### src/rtl/wbc_vic_pkg.sv
// Shared types and helpers for the VIC acknowledge arbiter.
// Holds the FSM state encoding and the request-vector to level decode.
package wbc_vic_pkg;

    localparam int unsigned TMO_W = 8;

    typedef enum logic [1:0] {
        IDLE = 2'd0,
        STB  = 2'd1,
        REL  = 2'd2
    } vic_state_e;

    // Bit 3 of the slice is irq[7], so the highest set bit maps to level 7..4.
    function automatic logic [2:0] vic_level(input logic [3:0] v);
        if (v[3])      return 3'd7;
        else if (v[2]) return 3'd6;
        else if (v[1]) return 3'd5;
        else if (v[0]) return 3'd4;
        else           return 3'd0;
    endfunction

endpackage

### src/rtl/wbc_rr_pick.sv
// Combinational round-robin pick: maximum level over all controllers and the
// first controller at that level scanning upward from the rr pointer.
module wbc_rr_pick #(
    parameter int unsigned M  = 2,
    parameter int unsigned IW = 1
) (
    input  logic [M*3-1:0] i_lvls,
    input  logic [IW-1:0]  i_rr,
    output logic [IW-1:0]  o_win,
    output logic [2:0]     o_maxlvl
);

    logic w_found;

    always_comb begin
        o_maxlvl = '0;
        for (int unsigned k = 0; k < M; k++) begin
            if (i_lvls[k*3 +: 3] > o_maxlvl) begin
                o_maxlvl = i_lvls[k*3 +: 3];
            end
        end
    end

    always_comb begin
        o_win   = i_rr;
        w_found = 1'b0;
        for (int unsigned i = 0; i < M; i++) begin
            int unsigned idx;
            idx = (32'(i_rr) + i) % M;
            if (!w_found && (i_lvls[idx*3 +: 3] == o_maxlvl)) begin
                o_win   = IW'(idx);
                w_found = 1'b1;
            end
        end
    end

endmodule

### src/rtl/wbc_vic_arb.sv
// Arbitrates M vectored interrupt controllers onto one CPU acknowledge path
// and sequences the strobe/ack vector fetch with a timeout.
module wbc_vic_arb
    import wbc_vic_pkg::*;
#(
    parameter int unsigned M   = 2,
    parameter int unsigned TMO = 15
) (
    input  logic            wb_clk_i,
    input  logic            wb_rst_ni,
    input  logic [2:0]      cpu_pri_i,
    output logic            cpu_irq_o,
    input  logic            cpu_iak_i,
    output logic [15:0]     cpu_vec_o,
    output logic            cpu_vrdy_o,
    output logic            cpu_verr_o,
    input  logic [M*4-1:0]  vic_irq_i,
    output logic [M-1:0]    vic_stb_o,
    input  logic [M-1:0]    vic_ack_i,
    input  logic [M*16-1:0] vic_dat_i
);

    localparam int unsigned IW = (M > 1) ? $clog2(M) : 1;

    vic_state_e       r_state, w_state_n;
    logic [IW-1:0]    r_sel, w_sel_n;
    logic [IW-1:0]    r_rr, w_rr_n;
    logic [TMO_W-1:0] r_cnt, w_cnt_n;
    logic [M-1:0]     r_stb, w_stb_n;
    logic [15:0]      r_vec, w_vec_n;
    logic             r_vrdy, w_vrdy_n;
    logic             r_verr, w_verr_n;
    logic             r_irq, w_irq_n;

    logic [M*3-1:0]   w_lvls;
    logic [IW-1:0]    w_win;
    logic [2:0]       w_maxlvl;
    logic             w_elig;
    logic             w_ack_sel;
    logic [15:0]      w_dat_sel;

    always_comb begin
        w_lvls = '0;
        for (int unsigned k = 0; k < M; k++) begin
            w_lvls[k*3 +: 3] = vic_level(vic_irq_i[k*4 +: 4]);
        end
    end

    wbc_rr_pick #(
        .M  (M),
        .IW (IW)
    ) u_pick (
        .i_lvls   (w_lvls),
        .i_rr     (r_rr),
        .o_win    (w_win),
        .o_maxlvl (w_maxlvl)
    );

    assign w_elig = (w_maxlvl > cpu_pri_i);

    // Only the latched controller's ack/data matter; others are ignored.
    always_comb begin
        w_ack_sel = 1'b0;
        w_dat_sel = '0;
        for (int unsigned k = 0; k < M; k++) begin
            if (IW'(k) == r_sel) begin
                w_ack_sel = vic_ack_i[k];
                w_dat_sel = vic_dat_i[k*16 +: 16];
            end
        end
    end

    always_ff @(posedge wb_clk_i or negedge wb_rst_ni) begin
        if (!wb_rst_ni) begin
            r_state <= IDLE;
            r_sel   <= '0;
            r_rr    <= '0;
            r_cnt   <= '0;
            r_stb   <= '0;
            r_vec   <= '0;
            r_vrdy  <= 1'b0;
            r_verr  <= 1'b0;
            r_irq   <= 1'b0;
        end else begin
            r_state <= w_state_n;
            r_sel   <= w_sel_n;
            r_rr    <= w_rr_n;
            r_cnt   <= w_cnt_n;
            r_stb   <= w_stb_n;
            r_vec   <= w_vec_n;
            r_vrdy  <= w_vrdy_n;
            r_verr  <= w_verr_n;
            r_irq   <= w_irq_n;
        end
    end

    always_comb begin
        w_state_n = r_state;
        w_sel_n   = r_sel;
        w_rr_n    = r_rr;
        w_cnt_n   = r_cnt;
        w_stb_n   = r_stb;
        w_vec_n   = r_vec;
        w_vrdy_n  = 1'b0;
        w_verr_n  = 1'b0;
        w_irq_n   = (r_state == IDLE) && w_elig;

        unique case (r_state)
            IDLE: begin
                if (cpu_iak_i) begin
                    if (w_elig) begin
                        w_sel_n = w_win;
                        w_cnt_n = '0;
                        for (int unsigned k = 0; k < M; k++) begin
                            w_stb_n[k] = (IW'(k) == w_win);
                        end
                        w_state_n = STB;
                    end else begin
                        w_verr_n  = 1'b1;
                        w_state_n = REL;
                    end
                end
            end
            STB: begin
                // Ack is checked first so it wins over a coincident timeout.
                if (w_ack_sel) begin
                    w_vec_n   = w_dat_sel;
                    w_vrdy_n  = 1'b1;
                    w_stb_n   = '0;
                    w_rr_n    = (r_sel == IW'(M - 1)) ? '0 : r_sel + IW'(1);
                    w_state_n = REL;
                end else begin
                    w_cnt_n = r_cnt + TMO_W'(1);
                    if (w_cnt_n == TMO_W'(TMO)) begin
                        w_stb_n   = '0;
                        w_verr_n  = 1'b1;
                        w_state_n = REL;
                    end
                end
            end
            REL: begin
                if (!cpu_iak_i) begin
                    w_state_n = IDLE;
                end
            end
            default: begin
                w_stb_n   = '0;
                w_state_n = IDLE;
            end
        endcase
    end

    assign cpu_irq_o  = r_irq;
    assign cpu_vec_o  = r_vec;
    assign cpu_vrdy_o = r_vrdy;
    assign cpu_verr_o = r_verr;
    assign vic_stb_o  = r_stb;

endmodule

### config.mk
export PLATFORM = sky130hd
export DESIGN_NAME = wbc_vic_arb
export DESIGN_NICKNAME = d
export VERILOG_FILES = /design/src/rtl/wbc_vic_pkg.sv /design/src/rtl/wbc_rr_pick.sv /design/src/rtl/wbc_vic_arb.sv
export SDC_FILE = /design/constraint.sdc
export NUM_CORES = 1
export LEC_CHECK = 0
export ABC_AREA = 0
export CORE_MARGIN = 2
export CORE_UTILIZATION = 43
export DETAILED_ROUTE_END_ITERATION = 6
export HOLD_SLACK_MARGIN = 0.05
export PLACE_DENSITY = 0.76
export SETUP_SLACK_MARGIN = 0.4
export SKIP_CTS_REPAIR_TIMING = 1
export SYNTH_ARGS = -nofsm -noshare
export SYNTH_HDL_FRONTEND = slang
export SYNTH_SLANG_ARGS = --single-unit
### constraint.sdc
create_clock -name wb_clk_i -period 5.7 [get_ports wb_clk_i]
set_clock_uncertainty 0.2 [all_clocks]
set_input_delay 1.14 -clock wb_clk_i [delete_from_list [all_inputs] [get_ports wb_clk_i]]
set_output_delay 1.14 -clock wb_clk_i [all_outputs]
set_load 0.05 [all_outputs]
==> results by group, run 1 <==
STA
  – Final hold vios: 0
  – Unrepaired setup endpoints after global routing: false
  – Total negative slack: 0 ns
  – Max-slew violations: 0
  – Final critical path time including I/O delays and setup: between 4 and 5 ns
  – Setup WS post-layout: between 0.8 and 0.9 ns
  – Final period util: 85.17%
  – # setup viols final: 0
  – Worst-Margin Slew: 0.9960 ns
  – Slew Limit Headroom: 33.60%
  – FMAX: roughly 210 MHz

Cells and area
  – Post-route insts no fill: about 320
  – Synth-to-Final Area Change: 43.04%
  – FF/Latch Area: roughly 830 µm²
  – Share of layout cells above drive strength 1: about 8.6%
  – Inserted Diodes: 0
  – Fill cell count: 383
  – Final Cell Area: between 2000 and 3000 µm²
  – Multi-input logic area: around 1000 µm²
  – Fin nets: about 320

Critical path
  – CP max-delay cell: clkdlybuf4s50_1
  – Crit path max fanout: 7
  – Crit-path cells: clkdlybuf4s50_1 > nor4_2 > inv_1 > ha_1 > o21ai_1 > a32oi_1 > nor3_1 > a21oi_1 > ha_1 > nor2b_1 > o311a_1 > a21oi_1 > or3_1 > mux2_4
  – CP top delay family: compound AO/OA/AOI/OAI gates
  – Register-to-register setup slack: 3.01 ns
  – CP Buf/Inv Count: 2
  – CP peak stage delay: 0.50 ns
  – CP endpoint kind: register
  – RR Endpoint: vic_stb_o[0]
  – R2R Path Start: r_sel
  – Crit path required time: roughly 5.7 ns
  – Worst Reg-to-Reg Cells: 6
  – Worst path arrival time: slightly below 5 ns
  – Crit Path Class: primary input to register
  – CP startpoint kind: primary input

Global routing
  – Initial antenna violation count: 0
  – First-pass GRT wire length: between 7000 and 8000 µm
  – Vias in the first global route: 1567
  – Gr ovfl total: 0
  – Pin count of the biggest net entering global routing: 36
  – Total Routing Usage GR: around a fifth

Floorplanning
  – Die width: a little over 70 µm
  – Die H: between 70 and 80 µm
  – IO Pins: between 60 and 70
  – Cell row count: 24
  – Die area: 4955 µm²
  – Core area: between 4000 and 5000 µm²
  – Initial core utilization: roughly 44%

Detailed routing
  – DR iter-0 viols: 45
  – 1st-pass router iterations: 4
  – Final routed DRC violation total: 0
  – Vias per cell: just over 5
  – Per-cell routed wire length: between 10 and 15 µm
  – Routed Antenna Nets: 0
  – DR vias: roughly 1600
  – Wirelength, routed: roughly 4300 µm

Synth
  – Post-synth EDFFs: 0
  – Post-synthesis net count: roughly 250
  – Synth unique cells: 51
  – Sequential share of the synthesized area: a little over two fifths
  – Synth Register Bits: 33
  – Mapped Cells: just under 200
  – Synth warnings: 0
  – Cell type with the largest total area after synthesis: dfrtp_1
  – Synth Area per Inst: approximately 9.7 µm²
  – Synth area leaders: dfrtp_1 44%, mux2i_1 9.5%, a21oi_1 6.1%, ha_1 5.3%, nor2_1 4.8%
  – Synth Flop Type: dfrtp_1
  – Post-synth top area share: around 44%
  – Post-synth ARST share: 100.0%
  – Syn Std Cell Area: between 1500 and 2000 µm²

Pwr
  – Leakage power: between 0.001 and 0.0015 µW
  – Worst vdd ir: 0.3108 mV
  – Pwr dens: 466.1 nW/µm²

Clock tree
  – CTS tree: done
  – Worst-skew pair later-pin latency: a little under 0.3 ns
  – Bufs on Longest Clock Path: 2
  – Clk sinks: 33
  – CTS clk-pin slew, worst paths: 0.07 ns
  – TritonCTS buffer count: 5
  – Root Buffer: clkbuf_8
  – H-tree depth: 2

Placed design
  – Number of port buffers: 68
  – Detail Placement HPWL: 3280 µm
  – Placed cell area: 2629 µm²
  – Placed Cells: ~310
  – Final Wtd Congestion: between 0.8 and 0.9
  – Dpl ws: about 0.53 ns

Worst hold path
  – WHS Endpoint: r_rr
  – Worst Hold Launch: r_rr
  – Worst hold path depth: 2
  – Worst hold path class: register to register

Run status
  – Status: complete, no violations

Flow run
  – Max-Cap Viols: 0
-- per-layer routing --
metal	vias up	track usage, %	part of all wire, %
met5	-	0	0
met4	0	6.838	1.6
met3	9	5.916	4.2
met2	31	29.87	49
met1	761	23.62	45
li1	847	-	-
-- cells by family after synthesis --
kind of cell | count (synthesis) | share of synthesized area (%)
adder cells (fa/ha/maj) | 8 | 5.281
multiplexers | 20 | 10.89
AO/OA/AOI/OAI | 47 | 16.11
XOR/XNOR | 3 | 1.386
AND/OR/NAND/NOR | 68 | 19.34
buffers and inverters | 16 | 3.432
flip-flops | 33 | 43.56
-- per-stage QoR --
| step | utilization (%) | power, µW | hold slack, ns |
|---|---|---|---|
| final | 63.14 | 1264 | 0.3275 |
| after global routing | 63.14 | 1341 | 0.3634 |
| after CTS | 63.14 | 1278 | 0.3328 |
| after detailed placement | 61.22 | 1106 | 0.3179 |
| after global placement | 61.22 | 1093 | 0.3045 |
| after floorplan | - | 869.4 | 0.2671 |
-- synth_stat cells (2+ instances only) --
library cell  count
inv_1             9
mux2i_1          18
a21oi_1          23
nor2_1           24
a21o_1            2
clkbuf_1          3
dfrtp_1          33
and3_1            2
o22ai_1           2
nor2b_1           3
nand2b_1          4
nor3_1            3
xnor2_1           2
a211o_1           3
nand2_1           9
or2_2             3
ha_1              8
o21ai_1           4
or3_1             2
nand3_1           7
-- final cells by class --
| class | count | area share, % |
|---|---|---|
| multi-input cells | 146 | 37.06 |
| flip-flops and latches | 33 | 30.46 |
| repair buffers | 70 | 25.66 |
| clock inverters | 2 | 0.3692 |
| well taps | 52 | 2.400 |
| clock buffers | 6 | 2.677 |
| inverters | 10 | 1.384 |
-- cells in the final DEF (no fill, tap or decap), types with 2 or more instances in the layout --
cell             synthesis  routed
nand2b_1                 4       4
a21oi_1                 23      23
mux2i_1                 18      18
o22ai_1                  2       2
or3_1                    2       2
clkbuf_8                 0       5
and3_1                   2       2
nor3_1                   3       3
nand2_1                  9       9
o21ai_1                  4       4
xnor2_1                  2       2
buf_4                    1       2
a21o_1                   2       2
nand3_1                  7       7
or2_2                    3       3
inv_1                    9       9
ha_1                     8       8
clkdlybuf4s50_1          0      68
nor2b_1                  3       3
a211o_1                  3       3
nor2_1                  24      24
clkinv_2                 0       2
dfrtp_1                 33      33
-- where the power goes --
group / switching, µW / total (µW) / internal (µW)
Clock: 83.8 / 168 / 84.4
Combinational: 418 / 687 / 270
Sequential: 85.9 / 408 / 322
Total: 587 / 1260 / 676
-- registers in the layout, summed over array words and instances (netlist names) --
register and cells:
r_sel 1, cpu_irq_o 1, vic_stb_o 2, cpu_verr_o 1, r_state 2, cpu_vrdy_o 1
cpu_vec_o 16, r_cnt 8, r_rr 1
-- worst register-to-register path: stages (launching register included) --
cell and delay [ns]:
dfrtp_1 1.00, mux2i_1 0.27, nor2_2 0.15, buf_4 0.33, nor2_1 0.12, and2_4 0.17
a221o_1 0.33
-- worst max-delay path by stage --
stage | startpoint | end | slack (ns) | cells past startpoint
after floorplan | vic_irq_i[7] | r_cnt[6] | 1.42 | 13
after global placement | vic_irq_i[7] | r_cnt[6] | 0.66 | 13
after detailed placement | vic_irq_i[7] | r_cnt[6] | 0.53 | 14
after CTS | vic_irq_i[7] | r_cnt[6] | 0.84 | 14
after global routing | vic_irq_i[7] | r_cnt[6] | 0.61 | 14
final | vic_irq_i[7] | r_cnt[6] | 0.85 | 14
(Power assumes the default switching activity.)
==> run 2: changes to the inputs <==
CORE_UTILIZATION = 48   (was 43)
PLACE_DENSITY = 0.83   (was 0.76)
SYNTH_HIERARCHICAL = 1   (was default)
==> run 2 against run 1 <==
  * Maximum frequency is 0.42% higher
  * First-iteration DRC count grew 51%
  * Register-to-register slack better by 0.04 ns
  * Worst hold slack worse by 0.0019 ns
  * Global-route usage increased by 2.9 points
  * Via count increased by 2.1%
  * Flip-flop and latch count unchanged
  * Total power shrank 0.53%
  * Die area shrank 8.2%
  * Critical path depth is 1 lower
  * Sequential power is essentially flat
  * Largest cell class unchanged
==> results by group, run 2 <==
Critical path
  – Worst path arrival time: 4.86 ns
  – CP Buf/Inv Count: 1
  – CP startpoint kind: primary input
  – Crit path top cell by count: ha_1
  – R2R Path Start: r_sel
  – CP top delay family: simple AND/OR/NAND/NOR gates
  – CP endpoint kind: register
  – Crit path max fanout: 9
  – Crit-path cells: clkdlybuf4s50_1 > or2_2 > or3_1 > ha_1 > and3b_1 > nor2_1 > mux2_2 > ha_1 > and3_1 > a211oi_4 > a21oi_4 > or4_1 > nand3_1
  – CP max-delay cell: or4_1
  – RR Endpoint: r_cnt[7]
  – Worst Reg-to-Reg Cells: 5
  – Register-to-register setup slack: roughly 3.1 ns
  – Crit path required time: between 5 and 6 ns
  – CP peak stage delay: 0.47 ns
  – Crit Path Class: primary input to register

STA
  – Worst-Margin Slew: 1.160 ns
  – Final critical path time including I/O delays and setup: around 4.8 ns
  – Final hold vios: 0
  – Slew Limit Headroom: around 23%
  – Final period util: a little over four fifths
  – # setup viols final: 0
  – FMAX: 206.9 MHz
  – Unrepaired setup endpoints after global routing: false
  – Total negative slack: 0 ns
  – Max-slew violations: 0

Worst hold path
  – Worst hold path class: register to register
  – Worst Hold Launch: r_cnt[4]
  – Worst hold path depth: 1
  – WHS Endpoint: r_cnt[4]

Synth
  – Cell type with the largest total area after synthesis: dfrtp_1
  – Synth area leaders: dfrtp_1 43%, mux2i_1 9.3%, a21oi_1 5.2%, ha_1 5.2%, nor2_1 4.5%
  – Post-synthesis net count: between 200 and 300
  – Synth Area per Inst: roughly 9.5 µm²
  – Synth warnings: 6
  – Syn Std Cell Area: slightly below 2000 µm²
  – Post-synth ARST share: 100.0%
  – Post-synth top area share: 42.72%
  – Post-synth EDFFs: 0
  – Synth unique cells: 42
  – Synth Flop Type: dfrtp_1
  – Sequential share of the synthesized area: a little over two fifths
  – Mapped Cells: around 200
  – Synth Register Bits: 33
  – Most frequent cell after synthesis: dfrtp_1
  – Post-synth top cells: 33 x dfrtp_1, 23 x nor2_1, 20 x a21oi_1, 18 x mux2i_1, 18 x nand2_1

Clock tree
  – CTS clk-pin slew, worst paths: approximately 0.060 ns
  – CTS tree: done
  – TritonCTS buffer count: 5
  – Bufs on Longest Clock Path: 2
  – H-tree depth: 2
  – Worst-skew pair later-pin latency: 0.29 ns
  – Clk sinks: 33
  – Root Buffer: clkbuf_8

Detailed routing
  – Wirelength, routed: between 4000 and 5000 µm
  – Routed Antenna Nets: 0
  – Per-cell routed wire length: around 13 µm
  – Vias per cell: 5.194
  – Final routed DRC violation total: 0
  – DR iter-0 viols: approximately 70
  – 1st-pass router iterations: 4
  – DR vias: 1683

Floorplanning
  – Cell row count: 23
  – Initial core utilization: 49.03%
  – Core area: between 3000 and 4000 µm²
  – Die width: 67.46 µm
  – Die area: roughly 4600 µm²
  – IO Pins: between 60 and 70
  – Die H: 67.46 µm

Global routing
  – Vias in the first global route: about 1700
  – Initial antenna violation count: 0
  – Total Routing Usage GR: between 20% and 30%
  – Gr ovfl total: 0
  – Pin count of the biggest net entering global routing: 34
  – First-pass GRT wire length: roughly 7300 µm

Placed design
  – Detail Placement HPWL: 3312 µm
  – Final Wtd Congestion: between 0.7 and 0.8
  – Number of port buffers: just under 70

Pwr
  – Pwr dens: 461.3 nW/µm²
  – Worst vdd ir: between 0.2 and 0.3 mV
  – Leakage power: between 0.001 and 0.0015 µW

Cells and area
  – Share of layout cells above drive strength 1: under 10%
  – Synth-to-Final Area Change: 40.97%
  – Fin nets: approximately 330
  – Most frequent cells in the layout: 68 x clkdlybuf4s50_1, 33 x dfrtp_1, 22 x nor2_1
  – Max FFs per register: 16
  – Fin util: between 60% and 70%
  – Most common cell after layout, fill and taps aside: clkdlybuf4s50_1
  – Inserted Diodes: 0

Run status
  – Status: complete, no violations

Flow run
  – Max-Cap Viols: 0
-- run 2: cell count changes after synthesis, moves of 3 or more --
cell     delta
o21ai_0    +12
xor2_1      +5
nand2_1     +9
o21ai_1     -3
a21oi_1     -3
a211o_1     -3
-- run 2: area by class of cell --
type | instances | area (µm²)
fillers | 303 | 1217
multi-input cells | 153 | 1027
flip-flops and latches | 33 | 825.8
repair buffers | 69 | 688.2
clock buffers | 8 | 80.08
well taps | 50 | 62.56
inverters | 11 | 41.29
-- run 2: cell families after synthesis --
group / synth area share (%)
adders and majority gates: 5.178
xor gates and xnor gates: 3.172
DFF: 42.72
AOI/OAI and AO/OA: 15.66
muxes: 11.39
and+or+nand+nor: 17.60
buffers and inverters: 4.271
-- run 2: layer usage --
| layer | GRT usage (%) | up-vias | share of wire (%) | wire length [µm] |
|---|---|---|---|---|
| li1 | - | 843 | - | - |
| met3 | 7.000 | 6 | 4.6 | 196 |
| met5 | 0 | - | 0 | 0 |
| met4 | 6.633 | 0 | 1.3 | 54 |
| met1 | 24.41 | 798 | 41 | 1759 |
| met2 | 38.24 | 36 | 53 | 2280 |
-- run 2: stage by stage --
step           cell area [µm²]  instances  total power (µW)  setup slack [ns]  hold WS [ns]
2_1_floorplan             1933        204             871.5             1.203        0.2725
3_3_place_gp              2645        316              1083            0.6630        0.3056
3_5_place_dp              2645        316              1096            0.5896        0.3192
4_1_cts                   2725        324              1269            0.8695        0.3272
5_1_grt                   2725        324              1339            0.6830        0.3668
6_report                  2725        324              1257            0.8657        0.3256
-- run 2: how the worst max path moves through the flow --
stage                     depth (start not counted)    startpoint  endpoint  slack (ns)
after floorplan                                  12  vic_irq_i[7]  r_cnt[7]        1.20
after global placement                           13  vic_irq_i[7]  r_cnt[7]        0.66
after detailed placement                         13  vic_irq_i[7]  r_cnt[7]        0.59
after CTS                                        13  vic_irq_i[7]  r_cnt[7]        0.87
after global routing                             13  vic_irq_i[7]  r_cnt[7]        0.68
final                                            13  vic_irq_i[7]  r_cnt[7]        0.87
-- run 2: worst reg2reg max path, stage by stage, from the launching register on --
cell     delay [ns]
dfrtp_1        0.97
mux2i_2        0.38
and2_1         0.38
a21oi_4        0.10
or4_1          0.48
nand3_1        0.09
-- run 2: where the power goes --
| group | total (µW) | internal [µW] | leakage [µW] | switching (µW) |
|---|---|---|---|---|
| Clock | 168 | 86.6 | 0.0000395 | 81.5 |
| Sequential | 411 | 323 | 0.000401 | 87.7 |
| Combinational | 678 | 264 | 0.000754 | 414 |
==> edit 1, RTL diff (flow settings as in run 1) <==
The 3 states of `vic_state_e` get a one-hot encoding in 3 bits.
--- a/src/rtl/wbc_vic_pkg.sv
+++ b/src/rtl/wbc_vic_pkg.sv
@@ -4,10 +4,10 @@
 
     localparam int unsigned TMO_W = 8;
 
-    typedef enum logic [1:0] {
-        IDLE = 2'd0,
-        STB  = 2'd1,
-        REL  = 2'd2
+    typedef enum logic [2:0] {
+        IDLE = 3'b001,
+        STB  = 3'b010,
+        REL  = 3'b100
     } vic_state_e;
 
     // Bit 3 of the slice is irq[7], so the highest set bit maps to level 7..4.
Formal check against the unedited RTL: no difference found for any inputs over 10 cycles, from zero or initial values and one cycle with wb_rst_ni low; not proved beyond that.
==> edit 1 against run 1 <==
- combinational power fell by 4.5%
- core utilization rose by 0.44 points
- area after synthesis rose by 4.1%
- worst setup slack improved by 150 ps
- sequential share of layout area rose by 0.11 points
- die area rose by 3.9%
- sequential cell count rose by 1
- power fell by 1.1%
- design area rose by 2.8%
- wire length rose by 3.7%
- clock power rose by 8%
- critical path type unchanged
- largest power group unchanged
==> edit 1: results (changes against run 1) <==
DETAIL_ROUTE.FIRST_PASS.ITERATIONS=4  # unchanged
WORSTSKEWPAIRLATENCY_PS=280
YOSYSWARNINGCOUNT=0  # unchanged
WORST_PATH_DOMINANT_CELL_FAMILY='compound AO/OA/AOI/OAI gates'
WORSTMARGINPINSLEW_PS=1050  # +53.0 ps
GRT_MAX_DEGREE=35  # -2.8%
TYPE_OF_THE_MOST_CRITICAL_HOLD_PATH='reg2reg'
GRT_REMAINING_OVERFLOW=0  # unchanged
GRT_PASS1_VIAS=1687  # +7.7%
ANTENNA_CELLS=0  # unchanged
FINAL_LAYOUT_SIZE_SUFFIX_GT1_SHARE_PCT=5.02  # -3.6 points
HIGHEST_CELL_DELAY_ON_THE_WORST_TIMING_PATH_PS=480  # -20 ps
ROUTE.VIAS.TOTAL=1809  # +9.8%
MOST_AREA_CONSUMING_CELLS_AFTER_SYNTHESIS='sky130_fd_sc_hd__dfrtp_1, sky130_fd_sc_hd__mux2i_1, sky130_fd_sc_hd__a21oi_1'
SYNTHTOPCELLSBYCOUNT='sky130_fd_sc_hd__dfrtp_1, sky130_fd_sc_hd__a21oi_1, sky130_fd_sc_hd__nor2_1'
CTSHTREEMAXLEVEL=2  # unchanged
REMAINING_DRC_ERRORS=0  # unchanged
CTS.PATH.MAX_BUFFERS=2  # unchanged
GLOBALPLACE.CONGESTION=0.827  # +3.0%
POWER.SHARE.SWITCHING_PCT=45.3  # -1.2 points
INITIALDRTVIOLATIONCOUNT=143  # +220%
GRT_FIRST_PASS_WIRELENGTH_MM=7.42  # +1.5%
WL_PER_INSTANCE_MICRONS=13.4  # about the same
SYNTHESIS.NETS=266  # +6.0%
PORT_BUFFERS=68  # unchanged
OUTCOME='complete, no violations'
CP_MAX_FO=7  # unchanged
CLK_PIN_SLEW_WORST_PATHS_PS=70  # about the same
SYNTHFLOPTYPE='sky130_fd_sc_hd__dfrtp_1'
SYNTH-ASYNC-RESET-RATIO_PCT=100  # unchanged
NUMBER_OF_ANTENNA_VIOLATIONS_AT_THE_FIRST_CHECK_IN_GLOBAL_ROUTING=0  # unchanged
LARGEST_REGISTER_FF_COUNT=16  # unchanged
POST_DETAILED_PLACEMENT_HALF_PERIMETER_WIRELENGTH_MM=3.37  # +2.8%
FINAL_HOLD_VIOL_COUNT=0  # unchanged
P_LEAK_nW=1.19  # -0.45%
SYNTH_CELL_TYPES=42  # -18%
CTS_MADE_BUFFERS=5  # unchanged
YOSYSSEQAREASHARE_PCT=43.2  # -0.38 points
CLK_TREE_ROOT_CELL='sky130_fd_sc_hd__clkbuf_8'
PEAK_SUPPLY_DROP_mV=0.188  # -40%
GRTUSAGETOTAL_PCT=18.2  # -0.47 points
ARRIVAL_PS=4670  # -160 ps
NUM-NETS-FINAL=334  # +3.7%
CRIT_SLOWEST_CELL='sky130_fd_sc_hd__clkdlybuf4s50_1'
LAYOUT.FILLER_CELLS=364  # -5.0%
edit 1: cell count changes in the layout (fill, tap and decap cells not counted), sizes merged, moves of 3 or more:
cell and change:
a21oi +3, or2 -3, o21ai +12, nand2 +3
nand3b +3, a211o -3
edit 1: cell type report:
| cell class | instances | area (sq um) | share of cell area (%) |
|---|---|---|---|
| multi-input cells | 160 | 1060 | 38.1 |
| flip-flops and latches | 34 | 852 | 30.6 |
| well taps | 52 | 65.1 | 2.33 |
| repair buffers | 69 | 688 | 24.7 |
| inverters | 8 | 30.0 | 1.08 |
| clock buffers | 8 | 90.1 | 3.23 |
edit 1: worst paths after layout:
kind	startpoint	endpoint	slack, ps	cells past startpoint
worst max-delay path	vic_irq_i[7]	r_cnt[6]	1000	13
worst min-delay path	r_cnt[7]	r_cnt[7]	290	1
worst max register to register	r_sel	r_cnt[6]	2960	5
worst min register to register	r_cnt[7]	r_cnt[7]	290	1
max in group asynchronous	wb_rst_ni	r_state[0]	3910	2
min in group asynchronous	wb_rst_ni	r_cnt[7]	1050	2
edit 1: power by group through the flow:
stage | registers, mW | logic (mW) | clock network (mW)
final | 0.414 | 0.656 | 0.181
after CTS | 0.415 | 0.662 | 0.183
after global placement | 0.414 | 0.655 | 0
after global routing | 0.430 | 0.699 | 0.198
after floorplan | 0.626 | 0.219 | 0
after detailed placement | 0.420 | 0.661 | 0
edit 1: routing by layer:
metal / wire, microns / vias up / track usage (%)
met1: 1990 / 861 / 23.6
met2: 2210 / 52 / 29.9
met4: 44 / 0 / 6.50
met3: 209 / 4 / 4.08
met5: 0 / - / 0
li1: - / 892 / -
edit 1: cell families after synthesis:
kind of cell,share of synthesized area [%]
buffers and inverters,3.30
adder cells (fa/ha/maj),5.07
XOR/XNOR,1.78
AND/OR/NAND/NOR,19.6
multiplexers,11.2
flip-flops,43.2
AO/OA/AOI/OAI,15.9
edit 1: worst register-to-register path, stage by stage (launching register included):
cell,delay (ps)
sky130_fd_sc_hd__dfrtp_1,980
sky130_fd_sc_hd__mux2i_1,490
sky130_fd_sc_hd__and2_1,400
sky130_fd_sc_hd__a21oi_1,210
sky130_fd_sc_hd__o21ai_0,240
sky130_fd_sc_hd__o21ai_0,100
edit 1: through the flow:
step | worst slack, ps | instances | area (sq um) | hold WS (ps) | total power, mW
finish | 1000 | 331 | 2790 | 288 | 1.25
global route | 662 | 331 | 2790 | 302 | 1.33
CTS | 990 | 331 | 2790 | 289 | 1.26
detailed placement | 707 | 323 | 2700 | 270 | 1.08
global placement | 894 | 323 | 2700 | 269 | 1.07
floorplan | 1660 | 210 | 1970 | 236 | 0.845
==> edit 2, RTL diff (settings of run 1) <==
Without the edit above. `M` is set to 2 in 2 places; all go to 4.
--- a/src/rtl/wbc_rr_pick.sv
+++ b/src/rtl/wbc_rr_pick.sv
@@ -1,7 +1,7 @@
 // Combinational round-robin pick: maximum level over all controllers and the
 // first controller at that level scanning upward from the rr pointer.
 module wbc_rr_pick #(
-    parameter int unsigned M  = 2,
+    parameter int unsigned M  = 4,
     parameter int unsigned IW = 1
 ) (
     input  logic [M*3-1:0] i_lvls,
--- a/src/rtl/wbc_vic_arb.sv
+++ b/src/rtl/wbc_vic_arb.sv
@@ -3,7 +3,7 @@
 module wbc_vic_arb
     import wbc_vic_pkg::*;
 #(
-    parameter int unsigned M   = 2,
+    parameter int unsigned M   = 4,
     parameter int unsigned TMO = 15
 ) (
     input  logic            wb_clk_i,
Ports: changed (resized vic_ack_i, vic_dat_i, vic_irq_i and vic_stb_o); port bits go from 69 to 113. The function was not compared with the original's and may differ.
==> edit 2 against run 1 <==
- the run now ends with negative setup slack left
- via count rose by 140%
- first-iteration DRC count rose to 3.8 times the old value
- critical endpoint is now r_cnt[7]
- sequential power rose by 13%
- wire length rose to 2.6 times the old value
- design area rose by 100%
- largest power group unchanged
- power rose by 86%
- clock power rose by 6%
- sequential cell count rose by 4
- area after synthesis rose by 82%
- highest routed layer unchanged
- count of clock-buffer cells in the layout fell by 1
- worst setup slack got worse by 1500 ps
- largest cell class unchanged
- fmax fell by 24%
==> edit 2: results (changes against run 1) <==
POST_DP_CELL_AREA_SQ_UM=5160  # +96%
GRTUSAGETOTAL_PCT=24.0  # +5.4 points
PROPORTION_OF_CELL_AREA_SPENT_ON_THE_CLOCK_NETWORK_PCT=1.59  # -1.5 points
CP_MAX_FO=6  # -1
WORST_R2R_ENDPOINT='r_rr[0]'
GRT_MAX_DEGREE=38  # +5.6%
MET2WIRELENGTH_MM=5.57  # +170%
AVGVIACOUNTPERCELL=5.60  # +8.5%
FINAL_LAYOUT_SIZE_SUFFIX_GT1_SHARE_PCT=23.2  # +15 points
SH_SEQ_AREA_PCT=17.0  # -13 points
MUXSHAREOFSYNTHAREA_PCT=5.80  # -5.1 points
SYNTHCELLS=446  # +130%
SETUP_VIOL=18  # +18
ENDPOINT='r_cnt[7]'
FIN_WS_PS=-681  # -1530 ps
SEQ_POWER_SHARE_PCT=19.6  # -13 points
WORST_PATH_DOMINANT_CELL_FAMILY='simple AND/OR/NAND/NOR gates'
ARRIVAL_PS=6360  # +1530 ps
GR-USAGE-MET2_PCT=44.7  # +15 points
ROUTED-WL-MET3_MICRONS=772  # +330%
MOST_AREA_CONSUMING_CELLS_AFTER_SYNTHESIS='sky130_fd_sc_hd__dfrtp_1, sky130_fd_sc_hd__a21oi_1, sky130_fd_sc_hd__nor2_1'
PEAK_SUPPLY_DROP_mV=0.205  # -34%
FAILED_CHECKS='negative setup slack'
REG2REG_SLACK_PS=2220  # -790 ps
OUTCOME='finished, violations left'
MET1_LENGTH_MM=4.47  # +130%
LAYOUT.COMB_GATES.MULTI_INPUT=368  # +150%
SYNTH_COMPOUND_AREA_SHARE_PCT=29.5  # +13 points
DPL_WORST_SLACK_PS=-1300  # -1830 ps
POST-PLACE-CELLS=696  # +120%
CRIT_SLOWEST_CELL='sky130_fd_sc_hd__or3_4'
FINALNONFILLERCELLS=715  # +120%
INITIALDRTVIOLATIONCOUNT=171  # +280%
SYNTHESIS.NETS=554  # +120%
NONCLOCKBUFFERCOUNT=181  # +160%
P_LEAK_nW=2.33  # +94%
GRT_PASS1_VIAS=3796  # +140%
edit 2: cell types whose count changed after synthesis, moves of 5 or more:
cell,run 1,this run
sky130_fd_sc_hd__o21ai_0,1,36
sky130_fd_sc_hd__inv_1,9,15
sky130_fd_sc_hd__ha_1,8,18
sky130_fd_sc_hd__nor2_1,24,63
sky130_fd_sc_hd__and3_1,2,11
sky130_fd_sc_hd__a21oi_1,23,50
sky130_fd_sc_hd__clkbuf_1,3,21
sky130_fd_sc_hd__o211ai_1,0,5
sky130_fd_sc_hd__nor3_1,3,8
sky130_fd_sc_hd__nand2_1,9,39
sky130_fd_sc_hd__a22oi_1,0,15
sky130_fd_sc_hd__nor2b_1,3,10
sky130_fd_sc_hd__nand2b_1,4,12
sky130_fd_sc_hd__mux2i_1,18,5
